`src/rtl/mac_unit.sv`:
```
// -----------------------------------------------------------------------------
// mac_unit
//   Unsigned 16x16 multiply-accumulate into a 36-bit wrapping accumulator.
//   Every rising edge of clk adds the full 32-bit product A*B to the
//   accumulator. The only exception is an edge with reset high, which clears
//   the accumulator. There is no enable, so a zero operand is how a caller
//   holds the value. The 4 guard bits above the product absorb 16
//   full-scale products before the sum wraps modulo 2^36.
//
// Ports (positional order is A, B, out, clk, reset)
//   A      in   16  unsigned multiplicand, sampled every rising edge
//   B      in   16  unsigned multiplier, sampled every rising edge
//   out    out  36  accumulator value, driven straight from the register
//   clk    in    1  clock, rising edge active
//   reset  in    1  synchronous active-high clear; wins over accumulation
// -----------------------------------------------------------------------------
module mac_unit (
  input  logic [15:0] A,
  input  logic [15:0] B,
  output logic [35:0] out,
  input  logic        clk,
  input  logic        reset
);

  logic [31:0] w_product;
  logic [35:0] r_acc;

  // 32-bit assignment context keeps the full unsigned product.
  assign w_product = A * B;

  always_ff @(posedge clk) begin
    if (reset) begin
      r_acc <= '0;
    end else begin
      r_acc <= r_acc + {4'b0000, w_product};
    end
  end

  assign out = r_acc;

endmodule

```
`config.mk`:
```
export PLATFORM = sky130hd
export DESIGN_NAME = mac_unit
export DESIGN_NICKNAME = d
export VERILOG_FILES = /design/src/rtl/mac_unit.sv
export SDC_FILE = /design/constraint.sdc
export NUM_CORES = 1
export LEC_CHECK = 0
export CAP_MARGIN = 25
export CORE_MARGIN = 2
export CORE_UTILIZATION = 50
export CTS_CLUSTER_DIAMETER = 30
export DETAILED_ROUTE_END_ITERATION = 8
export PLACE_DENSITY = 0.69
export SLEW_MARGIN = 20
export SYNTH_ARGS = -nofsm -noshare
export SYNTH_HDL_FRONTEND = slang
export SYNTH_SLANG_ARGS = --single-unit
```
`constraint.sdc`:
```
create_clock -name clk -period 14.6 [get_ports clk]
set_input_delay 2.92 -clock clk [delete_from_list [all_inputs] [get_ports clk]]
set_output_delay 2.92 -clock clk [all_outputs]
set_load 0.02 [all_outputs]
```
After elaboration in Yosys (flattened, before gate mapping)

Index checks and enable logic that the tools add are counted.

Bits in registers: 36
Logic and storage cells: 3

Multiply operators: 1
Add/sub/neg operators: 1

Operators by type and width:

| kind                         | number |
|---|---|
| adder 36 x 32 -> 36 bit      | 1 |
| multiplier 16 x 16 -> 32 bit | 1 |

Longest topological paths before layout

Word-level depth: 2
Mapped depth: 23
Gate-level depth less buffers: 21

Worst setup path before layout

No wires, ideal clock.

Kind: input-to-reg
Start point: in B[7]
End point: reg r_acc[28] (netlist: out[28])
Cell stages on the path: 20
Required time: 14538 ps
Arrival time: 8396 ps
Library setup time: 62 ps
Path slack: 6143 ps
Cell sequence: clkbuf_1 nand2_1 fa_1 inv_1 fa_1 fa_1 fa_1 fa_1 inv_1 fa_1 inv_1 ha_1 and3_1 buf_6 a221oi_1 o21ai_1 a221o_1 a21o_1 or4b_1 nand3_1

Word-level cells in the longest chain between the ends: 2

RTL lines:

| item                         | RTL line | source |
|---|---|---|
| start: declaration           | 19       | `input logic [15:0] B,` |
| multiplier 16 x 16 -> 32 bit | 29       | `assign w_product = A * B;` |
| adder 36 x 32 -> 36 bit      | 35       | `r_acc <= r_acc + {4'b0000, w_product};` |
| end signal: assignment       | 35       |  |
| end: declaration             | 26       | `logic [35:0] r_acc;` |

No other way between the ends.
A chain may end at the register's enable or synchronous reset.

Final worst setup path

Start point: in B[7]
End point: reg r_acc[32] (netlist: out[32])

The elaborated chain is that of the path after synthesis.

==> reports/metrics.yaml <==
fin_worst_skew_ns: 0.00463
postLayoutSetupSlackWorst_ns: 5.23
die-area_um2: 22700
ys_ff_latch: 36
antenna_found_initial: 0
fmax_mhz: 107
synthFlopType: "dfxtp_1"
worstSetupEndpointType: "flip-flop"
drive_above_1_share_pct: 1.17
final_common_cell: "inv_1"
grt_pass1_vias: 8480
tns_ns: 0
worstSetupStartpointType: "input port"
routedWlPerCell_um: 16.1
ys_warn_count: 0
cpMostUsedCell: "fa_1"
layout_common_cells: "inv_1, fa_1, nand2_1, and2_1, ha_1"
cp_cell_sequence: "clkdlybuf4s50_1 -> nand2_1 -> fa_1 -> inv_1 -> fa_1 -> fa_1 -> fa_1 -> fa_1 -> inv_1 -> fa_1 -> inv_1 -> ha_1 -> and3_1 -> a221oi_1 -> o21ai_1 -> a221o_1 -> a21o_1 -> o21ai_1 -> mux2_1"
stdcell_count: 1553
async_reset_ff_share_pct: 0
route.detailed.drc: 0
clk_latency_ns: 0.29
period_share_pct: 64.2
die_h_um: 151
slew_headroom_pct: 45.5
cts_buffer_depth: 2
cp_max_fo: 16
cpMaxStageDelayCell: "clkdlybuf4s50_1"
arrival_ns: 9.55
preCtsSetupSlack_ns: 5.01
layout.nets: 1647
clkTransAtPathRegs_ns: 0.06
post-cts-setup-buffers: 0
overflow: 0
rows: 53
port_buffers: 69
yosysSeqAreaShare_pct: 6.69
finalWirelength_um: 25000
cts_sinks: 36
finalWeightedCongestion: 0.882
cts_hold_buf: 0
dr_total_vias: 7960
core_um2: 21100
via_per_inst: 5.13
syn_avg_cell_area_um2: 8.65
postRouteAntennaNets: 0
fill_cells: 1941
largest_register_ffs: 36
crit_type: "input port to flip-flop"
status: "complete, no violations"
syn_to_final_growth_pct: 10.0
cts_root_buffer: "clkbuf_16"
mappedNetlistArea_um2: 10800
synth.top_cell.area_share_pct: 42.0
setup_viol: 0
worst_pin_slew_ns: 0.816
hold_violations: 0
grt_max_degree: 45
dp_hpwl_um: 21000
min_path_type: "flip-flop to flip-flop"
cts_resized: 0
synth.distinct_cells: 48
syn_inst: 1246
cpPeakStageDelay_ns: 0.97
slew_viol_final: 0
grt_usage_pct: 24.2
synth-edff-count: 0
dieWidth_um: 151
cp.required_ns: 14.77
synthDominantAreaCellType: "fa_1"
path_delay_family: "adder cells"
min_period_ns: 9.37
yosys-top-cells-area: "fa_1, ha_1, inv_1, and2_1, dfxtp_1"
critPathBufInv: 4
drt_pass1_iterations: 5
tritoncts: "built"
dp_cells: 1545
rsz0062_at_grt: "no"
floorplan.initialDensity_pct: 51.1
boundaryPins: 70
diodes: 0
grt_pass1_wl_um: 43400
drv_cap: 0
numCtsBuffers: 5
ctsHtreeMaxLevel: 2
dr.first_iter.drc_count: 487
syn_nets: 1616
-- tightest hold or removal path, cell delays in order, from the launching register on --
cell	delay (ns)
dfxtp_1	0.32
nor2_1	0.09
mux2_1	0.12
-- path summary, 6_finish.rpt --
path,from,endpoint,slack (ns),cells after the start
setup / recovery,B[7],out[32]$_SDFF_PP0_,5.23,19
hold / removal,out[35]$_SDFF_PP0_,out[35]$_SDFF_PP0_,0.55,2
setup reg to reg,out[8]$_SDFF_PP0_,out[33]$_SDFF_PP0_,9.67,16
hold reg to reg,out[35]$_SDFF_PP0_,out[35]$_SDFF_PP0_,0.55,2
-- layer usage --
| metal | vias up | track usage (%) | part of all wire [%] |
|---|---|---|---|
| met5 | - | 0 | 0 |
| met1 | 3982 | 37.1 | 49 |
| met3 | 14 | 2.89 | 5.0 |
| met2 | 203 | 37.5 | 45 |
| li1 | 3761 | - | - |
| met4 | 0 | 4.02 | 0.83 |
-- cell families after synthesis --
| group | after synthesis | share of synthesized area [%] |
|---|---|---|
| AND/OR/NAND/NOR | 373 | 17.0 |
| buffers and inverters | 366 | 12.8 |
| adder cells (fa/ha/maj) | 336 | 54.8 |
| AO/OA/AOI/OAI | 112 | 6.74 |
| flip-flops | 36 | 6.69 |
| XOR/XNOR | 18 | 1.46 |
| multiplexers | 5 | 0.522 |
-- stage by stage --
step	util [%]	instance area (µm²)	hold WS [ns]
2_1_floorplan	-	10800	0.605
3_3_place_gp	55.2	11600	0.531
3_5_place_dp	55.2	11600	0.534
4_1_cts	56.2	11900	0.560
5_1_grt	56.2	11900	0.588
6_report	56.2	11900	0.554
-- layout make-up --
| cell class | count | area, µm² | area share (%) |
|---|---|---|---|
| Clock buffer | 5 | 125 | 1.06 |
| Clock inverter | 3 | 90.1 | 0.760 |
| Inverter | 320 | 1200 | 10.1 |
| Multi-Input combinational cell | 844 | 8670 | 73.2 |
| Sequential cell | 36 | 721 | 6.08 |
| Tap cell | 275 | 344 | 2.90 |
| Timing Repair Buffer | 70 | 698 | 5.89 |
-- cell usage after synthesis, types with 5 or more instances --
cell type  count
and3_1         7
xnor2_1       11
o21bai_1       6
dfxtp_1       36
a31oi_1        8
a21oi_1       29
mux2_1         5
o21ai_0       17
nand4_1        7
xor2_1         7
nand2_1      159
nor2b_1       10
a21o_1        15
ha_1         110
fa_1         226
nor3b_1        5
o21a_1         5
o21ai_1        6
nor3_1        10
clkbuf_1      43
nor2_1        39
nand3_1        7
inv_1        320
and2_1       119
nand2b_1       5
Power is not shown: default switching activity piles up to over one toggle a cycle in this logic, so the estimate is an artifact.
